$ cat src/rtl/arinc429_pkg.sv
// Shared types for the ARINC429 receive path: line-state decode, decoder FSM states, word length.
package arinc429_pkg;
    localparam int WORD_LEN = 32;

    typedef enum logic [1:0] {
        LS_NULL    = 2'b00,
        LS_ZERO    = 2'b01,
        LS_ONE     = 2'b10,
        LS_INVALID = 2'b11
    } line_state_e;

    typedef enum logic [1:0] {
        ST_IDLE     = 2'b00,
        ST_RECV     = 2'b01,
        ST_WAIT_GAP = 2'b10
    } dec_state_e;
endpackage

$ cat src/rtl/arinc429_sat_cnt.sv
// Clear/increment counter that stops at max_i instead of wrapping.
module arinc429_sat_cnt
    import arinc429_pkg::*;
#(
    parameter int W = 16
) (
    input  logic         clk,
    input  logic         rst_n,
    input  logic         clr_i,
    input  logic         inc_i,
    input  logic [W-1:0] max_i,
    output logic [W-1:0] cnt_o
);
    logic [W-1:0] cnt_q, cnt_d;

    always_comb begin
        cnt_d = cnt_q;
        if (clr_i) begin
            cnt_d = '0;
        end else if (inc_i && (cnt_q < max_i)) begin
            cnt_d = cnt_q + W'(1);
        end
    end

    always_ff @(posedge clk or negedge rst_n) begin
        if (!rst_n) begin
            cnt_q <= '0;
        end else begin
            cnt_q <= cnt_d;
        end
    end

    assign cnt_o = cnt_q;
endmodule

$ cat src/rtl/arinc429_rx_decoder.sv
// ARINC429 word receiver: accepts a bit on each NULL->ONE/ZERO edge, frames words on a NULL gap.
//
// state       | meaning
// ST_IDLE     | between words, waiting for the first bit
// ST_RECV     | collecting bits, watching for the terminating gap
// ST_WAIT_GAP | word discarded after an error, waiting for a clean gap
module arinc429_rx_decoder
    import arinc429_pkg::*;
#(
    parameter int GAP_W = 16
) (
    input  logic             clk,
    input  logic             rst_n,
    input  logic             line_hi,
    input  logic             line_lo,
    input  logic [GAP_W-1:0] gap_cycles,
    input  logic [GAP_W-1:0] bit_max,
    output logic [31:0]      rx_word,
    output logic             rx_valid,
    output logic             rx_parity_err,
    output logic             rx_frame_err,
    output logic             rx_busy
);
    localparam logic [5:0] LAST_BIT = 6'(WORD_LEN);

    line_state_e      line_cur, prev_q;
    dec_state_e       state_q, state_d;
    logic [5:0]       bit_cnt_q, bit_cnt_d;
    logic [31:0]      sr_q, sr_d, word_q, word_d;
    logic             valid_q, valid_d, par_q, par_d, ferr_q, ferr_d, busy_q;
    logic [GAP_W-1:0] gap_eff, null_cnt, pw_cnt;
    logic             is_null, is_data, accept, gap_done, pw_over, rx_bit;

    assign line_cur = line_state_e'({line_hi, line_lo});
    assign is_null  = (line_cur == LS_NULL);
    assign is_data  = (line_cur == LS_ONE) || (line_cur == LS_ZERO);
    assign accept   = (prev_q == LS_NULL) && is_data;
    assign rx_bit   = (line_cur == LS_ONE);
    assign gap_eff  = (gap_cycles == '0) ? GAP_W'(1) : gap_cycles;

    arinc429_sat_cnt #(.W(GAP_W)) u_null_cnt (
        .clk   (clk),
        .rst_n (rst_n),
        .clr_i (!is_null),
        .inc_i (is_null),
        .max_i (gap_eff),
        .cnt_o (null_cnt)
    );

    // Counter holds (run length - 1); a new run starts on any change of line state.
    arinc429_sat_cnt #(.W(GAP_W)) u_pw_cnt (
        .clk   (clk),
        .rst_n (rst_n),
        .clr_i (!is_data || (line_cur != prev_q)),
        .inc_i (1'b1),
        .max_i ('1),
        .cnt_o (pw_cnt)
    );

    // Both compares include the cycle currently on the line.
    assign gap_done = is_null && (null_cnt >= (gap_eff - GAP_W'(1)));
    assign pw_over  = (bit_max != '0) && is_data && (line_cur == prev_q)
                      && (pw_cnt >= (bit_max - GAP_W'(1)));

    always_comb begin
        state_d   = state_q;
        bit_cnt_d = bit_cnt_q;
        sr_d      = sr_q;
        word_d    = word_q;
        par_d     = par_q;
        valid_d   = 1'b0;
        ferr_d    = 1'b0;
        case (state_q)
            ST_IDLE: begin
                if (line_cur == LS_INVALID) begin
                    ferr_d  = 1'b1;
                    state_d = ST_WAIT_GAP;
                end else if (accept) begin
                    bit_cnt_d = 6'd1;
                    sr_d      = {rx_bit, sr_q[31:1]};
                    state_d   = ST_RECV;
                end
            end
            ST_RECV: begin
                if (line_cur == LS_INVALID || (accept && bit_cnt_q == LAST_BIT) || pw_over) begin
                    ferr_d    = 1'b1;
                    bit_cnt_d = '0;
                    state_d   = ST_WAIT_GAP;
                end else if (accept) begin
                    bit_cnt_d = bit_cnt_q + 6'd1;
                    sr_d      = {rx_bit, sr_q[31:1]};
                end else if (gap_done) begin
                    if (bit_cnt_q == LAST_BIT) begin
                        word_d  = sr_q;
                        par_d   = ~(^sr_q);
                        valid_d = 1'b1;
                    end else begin
                        ferr_d = 1'b1;
                    end
                    bit_cnt_d = '0;
                    state_d   = ST_IDLE;
                end
            end
            ST_WAIT_GAP: begin
                if (gap_done) begin
                    state_d = ST_IDLE;
                end
            end
            default: state_d = ST_IDLE;
        endcase
    end

    always_ff @(posedge clk or negedge rst_n) begin
        if (!rst_n) begin
            state_q   <= ST_IDLE;
            prev_q    <= LS_NULL;
            bit_cnt_q <= '0;
            sr_q      <= '0;
            word_q    <= '0;
            par_q     <= 1'b0;
            valid_q   <= 1'b0;
            ferr_q    <= 1'b0;
            busy_q    <= 1'b0;
        end else begin
            state_q   <= state_d;
            prev_q    <= line_cur;
            bit_cnt_q <= bit_cnt_d;
            sr_q      <= sr_d;
            word_q    <= word_d;
            par_q     <= par_d;
            valid_q   <= valid_d;
            ferr_q    <= ferr_d;
            busy_q    <= (state_d != ST_IDLE);
        end
    end

    assign rx_word       = word_q;
    assign rx_valid      = valid_q;
    assign rx_parity_err = par_q;
    assign rx_frame_err  = ferr_q;
    assign rx_busy       = busy_q;
endmodule

$ cat config.mk
export PLATFORM = sky130hd
export DESIGN_NAME = arinc429_rx_decoder
export DESIGN_NICKNAME = d
export VERILOG_FILES = /design/src/rtl/arinc429_pkg.sv /design/src/rtl/arinc429_sat_cnt.sv /design/src/rtl/arinc429_rx_decoder.sv
export SDC_FILE = /design/constraint.sdc
export NUM_CORES = 1
export LEC_CHECK = 0
export CORE_MARGIN = 4
export CORE_UTILIZATION = 45
export DETAILED_ROUTE_END_ITERATION = 8
export GPL_ROUTABILITY_DRIVEN = 0
export PLACE_DENSITY = 0.66
export SYNTH_ARGS = -nofsm -noshare
export SYNTH_HDL_FRONTEND = slang
export SYNTH_SLANG_ARGS = --single-unit
$ cat constraint.sdc
create_clock -name clk -period 5.3 [get_ports clk]
set_clock_uncertainty 0.05 [all_clocks]
set_input_delay 1.325 -clock clk [delete_from_list [all_inputs] [get_ports clk]]
set_output_delay 1.325 -clock clk [all_outputs]
set_load 0.02 [all_outputs]
# == After elaboration in Yosys (flattened, before gate mapping) ==
# Cells that the tools add are included.
# W data, S select, Z words.
# word_totals
register_bits,110
out_inout_bits,36
elab_cells,92
# op_classes
add_sub_neg,5
magnitude_cmp,4
n_eq_ne,13
muxes,32
n_bitwise,3
reduce_logical,24
# ops
cell,n
$mux W32,3
$mux W16,5
$pmux W32 S2,1
$add A16 B1 Y16 const B,2
$ge A16 B16 Y1,2
$reduce_xor A32 Y1,1
$sub A16 B1 Y16 const B,2
$mux W6,5
$logic_not A16 Y1,1
$lt A16 B16 Y1,1
$lt A16 B16 Y1 const B,1
$reduce_bool A16 Y1,1
$pmux W6 S2,1
$mux W1,10
$mux W2,5
$logic_and A1 B1 Y1,7
$add A6 B1 Y6 const B,1
$eq A2 B2 Y1 const B,3
$eq A6 B6 Y1 const B,1
$logic_not A2 Y1,3
$ne A2 B2 Y1 const B,3
$pmux W2 S3,1
$reduce_bool A2 Y1,3
$reduce_and A5 Y1,1
other kinds (11),17

# == Logic depth before layout (Yosys ltp) ==
# Gate-level depths: netlist of run 1.
# depth
depth_word,10
depth_mapped,19

# == By module ==
# A second synthesis of run 1 with hierarchy kept.
# hier_totals
hier_cells,713
hier_area_um2,7405.9
# modules_own_cells
mod,n_inst,cells_per_inst,area_per_inst_um2
arinc429_rx_decoder,1,426,4854.7
arinc429_sat_cnt (u_pw_cnt),1,150,1340.0
arinc429_sat_cnt (u_null_cnt),1,137,1211.2

# == Worst setup path after synthesis of run 1 ==
# No wires, ideal clock.
# synth_timing
kind,input-to-reg
startpoint,in gap_cycles[8]
endpoint,reg word_q[23] (netlist: rx_word[23])
setup_ps,128
t_arrival_ps,4871
required_time_ps,5122
slack_ps,251
path_stages,19
path_buffers,1
path_cell_list,or3_1 -> or3_1 -> nor3_1 -> a21o_1 -> inv_1 -> ha_1 -> nand3_1 -> or3_1 -> nor3_1 -> xnor2_1 -> ha_1 -> nand2_1 -> o21ai_0 -> o21ai_0 -> o21ai_0 -> and2_1 -> nand3_4 -> buf_6 -> mux2_1
# synth_via
elab_chain_cells,6
# synth_lines
element,line,rtl
start: declaration,arinc429_rx_decoder.sv:16,"input logic [GAP_W-1:0] gap_cycles,"
$logic_not A16 Y1,arinc429_rx_decoder.sv:39,assign gap_eff = (gap_cycles == '0) ? GAP_W'(1) : gap_cycles;
$mux W16 (*),arinc429_rx_decoder.sv:39,
$sub A16 B1 Y16 (*),arinc429_rx_decoder.sv:61,assign gap_done = is_null && (null_cnt >= (gap_eff - GAP_W'(1)));
$ge A16 B16 Y1 (*),arinc429_rx_decoder.sv:61,
$logic_and A1 B1 Y1 (*),arinc429_rx_decoder.sv:61,
$reduce_and A5 Y1 (no line) (*),-,
end signal: assignment,arinc429_rx_decoder.sv:129,word_q <= word_d;
end: declaration,arinc429_rx_decoder.sv:29,"logic [31:0] sr_q, sr_d, word_q, word_d;"
# Mark *: on every way between the ends. The rest lies on a longest branch, timed or not.
# A chain may end at the register's enable or synchronous reset.

# == Final worst setup path of run 1 ==
# layout_timing
startpoint,in gap_cycles[8]
endpoint,reg word_q[28] (netlist: rx_word[28])
# The elaborated chain is that of the path after synthesis.

==> results.py, run 1 <==
metrics = {
    "run_status": {
        "status": "finished clean",
    },
    "die": {
        "io_pins": 72,
        "dieArea_um2": 17000,
        "die_h_um": 130,
        "die_w_um": 130,
        "start_util_pct": 46.3,
        "rows": 44,
        "design.core.area_um2": 14600,
    },
    "flow_run": {
        "drv_cap": 0,
    },
    "pwr": {
        "p_sw_mw": 0.594,
        "irDropWorstVdd_v": 0.000180,
        "internal_power_mw": 1.53,
        "p_leak_nw": 3.79,
        "comb_power_share_pct": 22.7,
        "powerDensity_nw_per_um2": 258,
        "p_sw_share_pct": 28.0,
        "power_frac_seq_pct": 45.2,
        "p_clk_share_pct": 32.1,
    },
    "sta": {
        "fin_crit_ns": 5.03,
        "slew_headroom_pct": 35.0,
        "hold_ws_ns": 0.450,
        "setup_violations": 0,
        "drv_slew": 0,
        "rsz0062_at_grt": "false",
        "tightest_slew_ns": 0.975,
        "period_share_pct": 95.0,
        "fmax_mhz": 199,
        "hold_viol": 0,
    },
    "routing": {
        "dr_wl_met3_um": 462,
        "vias": 5005,
        "ant_nets": 0,
        "drc": 0,
        "wl_met2_mm": 7.00,
        "wl_per_cell_um": 15.1,
        "wl_met1_mm": 6.45,
        "first_pass_iters": 5,
        "viasPerCell": 5.39,
        "drt-initial-drc-count": 303,
        "top_layer_used": "met4",
        "routed_wl_mm": 14.0,
    },
    "synth": {
        "synth-seq-cells": 110,
        "synth.distinct_cells": 63,
        "netlist_area_um2": 6750,
        "yosys_warnings": 0,
        "syn_avg_cell_area_um2": 10.6,
        "synth_nets": 729,
        "synth_edf_count": 0,
        "synth_cells": 636,
        "ys_seq_area_share_pct": 40.8,
        "synth_ff_type": "dfrtp_1",
        "synthArstFlopShare_pct": 100,
    },
    "place": {
        "hpwl_mm": 10.6,
        "place.detailed.instances": 912,
        "io_buffers": 71,
    },
    "critical_path": {
        "cpPeakStageDelay_ns": 0.42,
        "critical_path_class": "input pin to flop",
        "setup.worst_path.end_class": "flop",
        "crit_chain": "clkdlybuf4s50_1 > or3_1 > or3_4 > nor3_4 > a21o_1 > inv_1 > ha_1 > nand3_1 > or3_1 > nor3_1 > xnor2_1 > ha_1 > nand2_1 > o21ai_1 > o21ai_0 > o21ai_1 > and2_4 > nand3_4 > buf_4 > mux2_1",
        "crit_family": "simple AND/OR/NAND/NOR gates",
        "critPathArrivalTime_ns": 5.21,
        "cp_slowest_cell": "clkdlybuf4s50_1",
        "critPathMaxFanout": 8,
        "startpoint_type": "input pin",
        "worst_ep_required_time_ns": 5.47,
        "cp_num_buf_inv": 3,
    },
    "global_route": {
        "grt_pass1_wl_mm": 24.0,
        "grt_max_degree": 78,
        "track_usage_pct": 17.3,
        "grt_pass1_vias": 5082,
        "antenna_found_initial": 0,
        "gr-total-overflow": 0,
    },
    "clock_tree": {
        "clk_pin_slew_ns": 0.07,
        "cts_max_level": 3,
        "cts_buffers": 9,
        "clock-sinks": 110,
        "cts_root_buf": "clkbuf_16",
        "ctsHoldBuffers": 0,
        "clock_latency_ns": 0.34,
        "cts_tree": "built",
        "cts.path.max_buffers": 2,
    },
    "final_layout": {
        "layout.cells.non_filler": 929,
        "fin_util_pct": 56.4,
        "final_common_cell": "dfrtp_1",
        "layout_common_cells": "dfrtp_1 (110), clkdlybuf4s50_1 (70), xnor2_1 (57), ha_1 (57), nor2_1 (47)",
        "n_antenna_cell": 0,
        "drive_gt1_share_pct": 16.2,
        "nets": 833,
        "areaGrowthSynthToFinish_pct": 21.9,
        "fill_cells": 1236,
    },
    "min_path": {
        "hold_path.class": "flop to flop",
    },
}
-- per-layer routing --
layer / track usage (%) / vias up
li1: - / 2489
met1: 23.0 / 2431
met2: 29.7 / 74
met3: 3.01 / 11
met4: 4.36 / 0
met5: 0 / -
-- cell type report --
type                       instances  area [um2]  area share [%]
multi-input combinational        481        3820            46.5
sequential                       110        2750            33.5
timing repair buffer             104         993            12.1
clock buffer                      11         233            2.83
tap                              184         230            2.80
inverter                          34         128            1.55
clock inverter                     5        65.1           0.791
-- registers in the layout, indices dropped and copies added (netlist names) --
| name | flops |
|---|---|
| u_pw_cnt.cnt_o | 16 |
| state_q | 2 |
| u_null_cnt.cnt_o | 16 |
| rx_word | 32 |
| rx_frame_err | 1 |
| sr_q | 32 |
| prev_q | 2 |
| rx_valid | 1 |
| bit_cnt_q | 6 |
| rx_parity_err | 1 |
| rx_busy | 1 |
-- Yosys cell counts (all sizes together) (5+ instances only) --
| cell | n | area [um2] |
|---|---|---|
| mux2 | 65 | 766 |
| a21oi | 26 | 134 |
| dfrtp | 110 | 2750 |
| nor2 | 47 | 176 |
| buf | 7 | 68.8 |
| nand2 | 33 | 126 |
| xor2 | 16 | 140 |
| inv | 34 | 128 |
| or3 | 17 | 106 |
| a211oi | 5 | 42.5 |
| nand4 | 15 | 93.8 |
| nand2b | 5 | 31.3 |
| xnor2 | 57 | 499 |
| nor2b | 5 | 31.3 |
| and3 | 6 | 37.5 |
| o21ai | 24 | 120 |
| ha | 57 | 713 |
| nand3 | 25 | 138 |
| o211ai | 6 | 45.0 |
| a31oi | 5 | 52.6 |
| nor3 | 14 | 75.1 |
| a21o | 5 | 37.5 |
-- power by group through the flow --
stage	sequential [mW]	combinational, mW	clock [mW]
global route	0.970	0.537	0.736
CTS	0.959	0.484	0.698
detailed placement	0.973	0.480	0
global placement	0.971	0.464	0
finish	0.958	0.481	0.679
floorplan	0.962	0.336	0
-- final timing paths --
kind | start | end | slack, ns | depth (start not counted)
max | gap_cycles[8] | rx_word[28]$_DFFE_PN0P_ | 0.27 | 20
min | rx_word[9]$_DFFE_PN0P_ | rx_word[9]$_DFFE_PN0P_ | 0.45 | 1
max reg2reg | u_pw_cnt.cnt_o[2]$_DFFE_PN0P_ | sr_q[28]$_DFFE_PN0P_ | 2.49 | 9
min reg2reg | rx_word[9]$_DFFE_PN0P_ | rx_word[9]$_DFFE_PN0P_ | 0.45 | 1
max in group asynchronous | rst_n | rx_word[28]$_DFFE_PN0P_ | 3.09 | 2
min in group asynchronous | rst_n | u_pw_cnt.cnt_o[6]$_DFFE_PN0P_ | 1.08 | 1
-- kinds of logic after synthesis --
kind of cell    after synthesis  synth area share [%]
simple gates                187                  14.5
compound gates               97                  9.90
fa+ha+maj                    57                  10.6
flops                       110                  40.8
mux                          67                  11.6
xor+xnor                     73                  9.48
buf+inv                      45                  3.13
-- stage by stage --
step                setup slack, ns  total power [mW]  TNS, ns  area (um2)
global route                 0.0160              2.24        0        8230
detailed placement           -0.408              1.45   -14.94        7880
global placement             -0.209              1.43    -7.46        7880
CTS                          0.0376              2.14        0        8180
floorplan                     0.251              1.30        0        6750
finish                        0.266              2.12        0        8230
-- timing repair --
action / in CTS / in global routing
pin swaps: 0 / 1
gates resized for setup: 2 / 10
endpoints found under the setup margin: 25 / 54
buffers inserted: 0 / 1
No activity file was read; power rests on OpenSTA's default activity.
==> inputs of run 2 (changes only) <==
- REMOVE_ABC_BUFFERS: default -> 1
==> results.py, run 2 (synthesized netlist as in run 1, its figures left out) <==
metrics = {
    "die": {
        "io_pins": 72,
        "dieArea_um2": 17000,
        "start_util_pct": 46.3,
        "design.core.area_um2": 14600,
        "rows": 44,
        "die_h_um": 130,
        "die_w_um": 130,
    },
    "pwr": {
        "irDropWorstVdd_v": 0.000168,
        "powerDensity_nw_per_um2": 260,
        "p_leak_nw": 3.76,
    },
    "critical_path": {
        "critical_path_class": "input pin to flop",
        "setup.worst_path.end_class": "flop",
        "crit_chain": "clkdlybuf4s50_1 > or3_1 > or3_1 > nor3_2 > a21o_1 > inv_1 > ha_1 > nand3_1 > buf_4 > nor3_1 > xnor2_1 > ha_1 > a21oi_1 > a2bb2oi_1 > o21ai_2 > and2_1 > nand3_4 > buf_12 > mux2_2",
        "cpPeakStageDelay_ns": 0.41,
        "critPathMaxFanout": 18,
        "worst_ep_required_time_ns": 5.49,
        "r2r_slack_ns": 2.40,
        "startpoint_type": "input pin",
        "cp_slowest_cell": "clkdlybuf4s50_1",
        "critPathArrivalTime_ns": 5.23,
    },
    "place": {
        "dp_slack_ns": -0.403,
        "hpwl_mm": 10.5,
        "place.detailed.instances": 910,
        "io_buffers": 71,
    },
    "clock_tree": {
        "cts_tree": "built",
        "clk_pin_slew_ns": 0.08,
        "cts_buffers": 9,
        "ctsHoldBuffers": 0,
        "clock-sinks": 110,
        "cts_root_buf": "clkbuf_16",
        "cts_max_level": 3,
        "cts_setup_buffers": 0,
        "cts.path.max_buffers": 2,
        "clock_latency_ns": 0.35,
    },
    "final_layout": {
        "fin_util_pct": 56.4,
        "drive_gt1_share_pct": 15.9,
        "layout_common_cells": "dfrtp_1 (110), clkdlybuf4s50_1 (70), xnor2_1 (57), ha_1 (57), nor2_1 (47)",
        "final_common_cell": "dfrtp_1",
        "areaGrowthSynthToFinish_pct": 22.0,
        "nets": 830,
        "layout.cells.non_filler": 926,
        "n_antenna_cell": 0,
    },
    "global_route": {
        "track_usage_pct": 16.7,
        "gr-total-overflow": 0,
        "grt_pass1_wl_mm": 23.2,
        "grt_max_degree": 72,
        "grt_pass1_vias": 4893,
        "antenna_found_initial": 0,
    },
    "routing": {
        "ant_nets": 0,
        "vias": 4980,
        "first_pass_iters": 4,
        "routed_wl_mm": 13.7,
        "viasPerCell": 5.38,
        "drt-initial-drc-count": 248,
        "drc": 0,
        "wl_per_cell_um": 14.8,
    },
    "sta": {
        "fmax_mhz": 198,
        "fin_ws_ns": 0.257,
        "period_share_pct": 95.2,
        "setup_violations": 0,
        "tightest_slew_ns": 0.921,
        "slew_headroom_pct": 38.1,
        "hold_ws_ns": 0.439,
        "fin_crit_ns": 5.04,
        "rsz0062_at_grt": "false",
        "setup-tns-final_ns": 0,
        "hold_viol": 0,
        "drv_slew": 0,
    },
    "run_status": {
        "status": "finished clean",
    },
    "flow_run": {
        "drv_cap": 0,
    },
    "min_path": {
        "hold_path.class": "flop to flop",
    },
}
[run 2: area by class of cell]
type | count | area [um2]
repair buffers | 101 | 983
clock inverters | 6 | 81.3
inverters | 34 | 128
flip-flops and latches | 110 | 2750
fillers | 1205 | 6360
multi-input cells | 481 | 3830
well taps | 184 | 230
clock buffers | 10 | 229
[run 2: per-stage QoR]
stage               power (mW)  cell area (um2)
CTS                       2.15             8190
global route              2.25             8230
finish                    2.14             8230
global placement          1.44             7880
detailed placement        1.46             7880
floorplan                 1.29             6660
[run 2: report_power, final]
| group | switching (mW) | internal, mW |
|---|---|---|
| sequential | 0.0660 | 0.894 |
| combinational | 0.231 | 0.254 |
| clock | 0.317 | 0.376 |
| total | 0.614 | 1.52 |
[run 2: worst max-delay path, delay by kind of cell]
family / cells / cell delay (ns)
multiplexers: 1 / 0.35
buffers and inverters: 4 / 0.76
AND/OR/NAND/NOR: 7 / 1.46
AO/OA/AOI/OAI: 4 / 0.64
XOR/XNOR: 1 / 0.18
adder cells (fa/ha/maj): 2 / 0.49
[run 2: worst paths after layout]
kind,depth (start not counted),from,to
worst max-delay path,19,gap_cycles[8],rx_word[11]$_DFFE_PN0P_
worst min-delay path,1,rx_word[23]$_DFFE_PN0P_,rx_word[23]$_DFFE_PN0P_
worst max register to register,9,u_pw_cnt.cnt_o[7]$_DFFE_PN0P_,sr_q[20]$_DFFE_PN0P_
worst min register to register,1,rx_word[23]$_DFFE_PN0P_,rx_word[23]$_DFFE_PN0P_
max in group asynchronous,2,rst_n,rx_word[30]$_DFFE_PN0P_
min in group asynchronous,1,rst_n,u_pw_cnt.cnt_o[6]$_DFFE_PN0P_
[run 2: metal layers]
metal	global-route usage [%]	vias to the layer above	part of all wire [%]
li1	-	2489	-
met1	23.0	2408	48
met2	27.6	64	48
met3	1.87	19	2.4
met4	5.14	0	1.7
met5	0	-	0
[run 2: what timing repair did]
item	in CTS	in global routing
pin swaps	0	1
resized for setup	2	10
endpoints found under the setup margin	8	55
==> inputs of run 3 (changes only) <==
- REMOVE_ABC_BUFFERS: 1 -> default
==> results of run 3 <==
Final layout, timing and power as in run 1 (identical DEF).
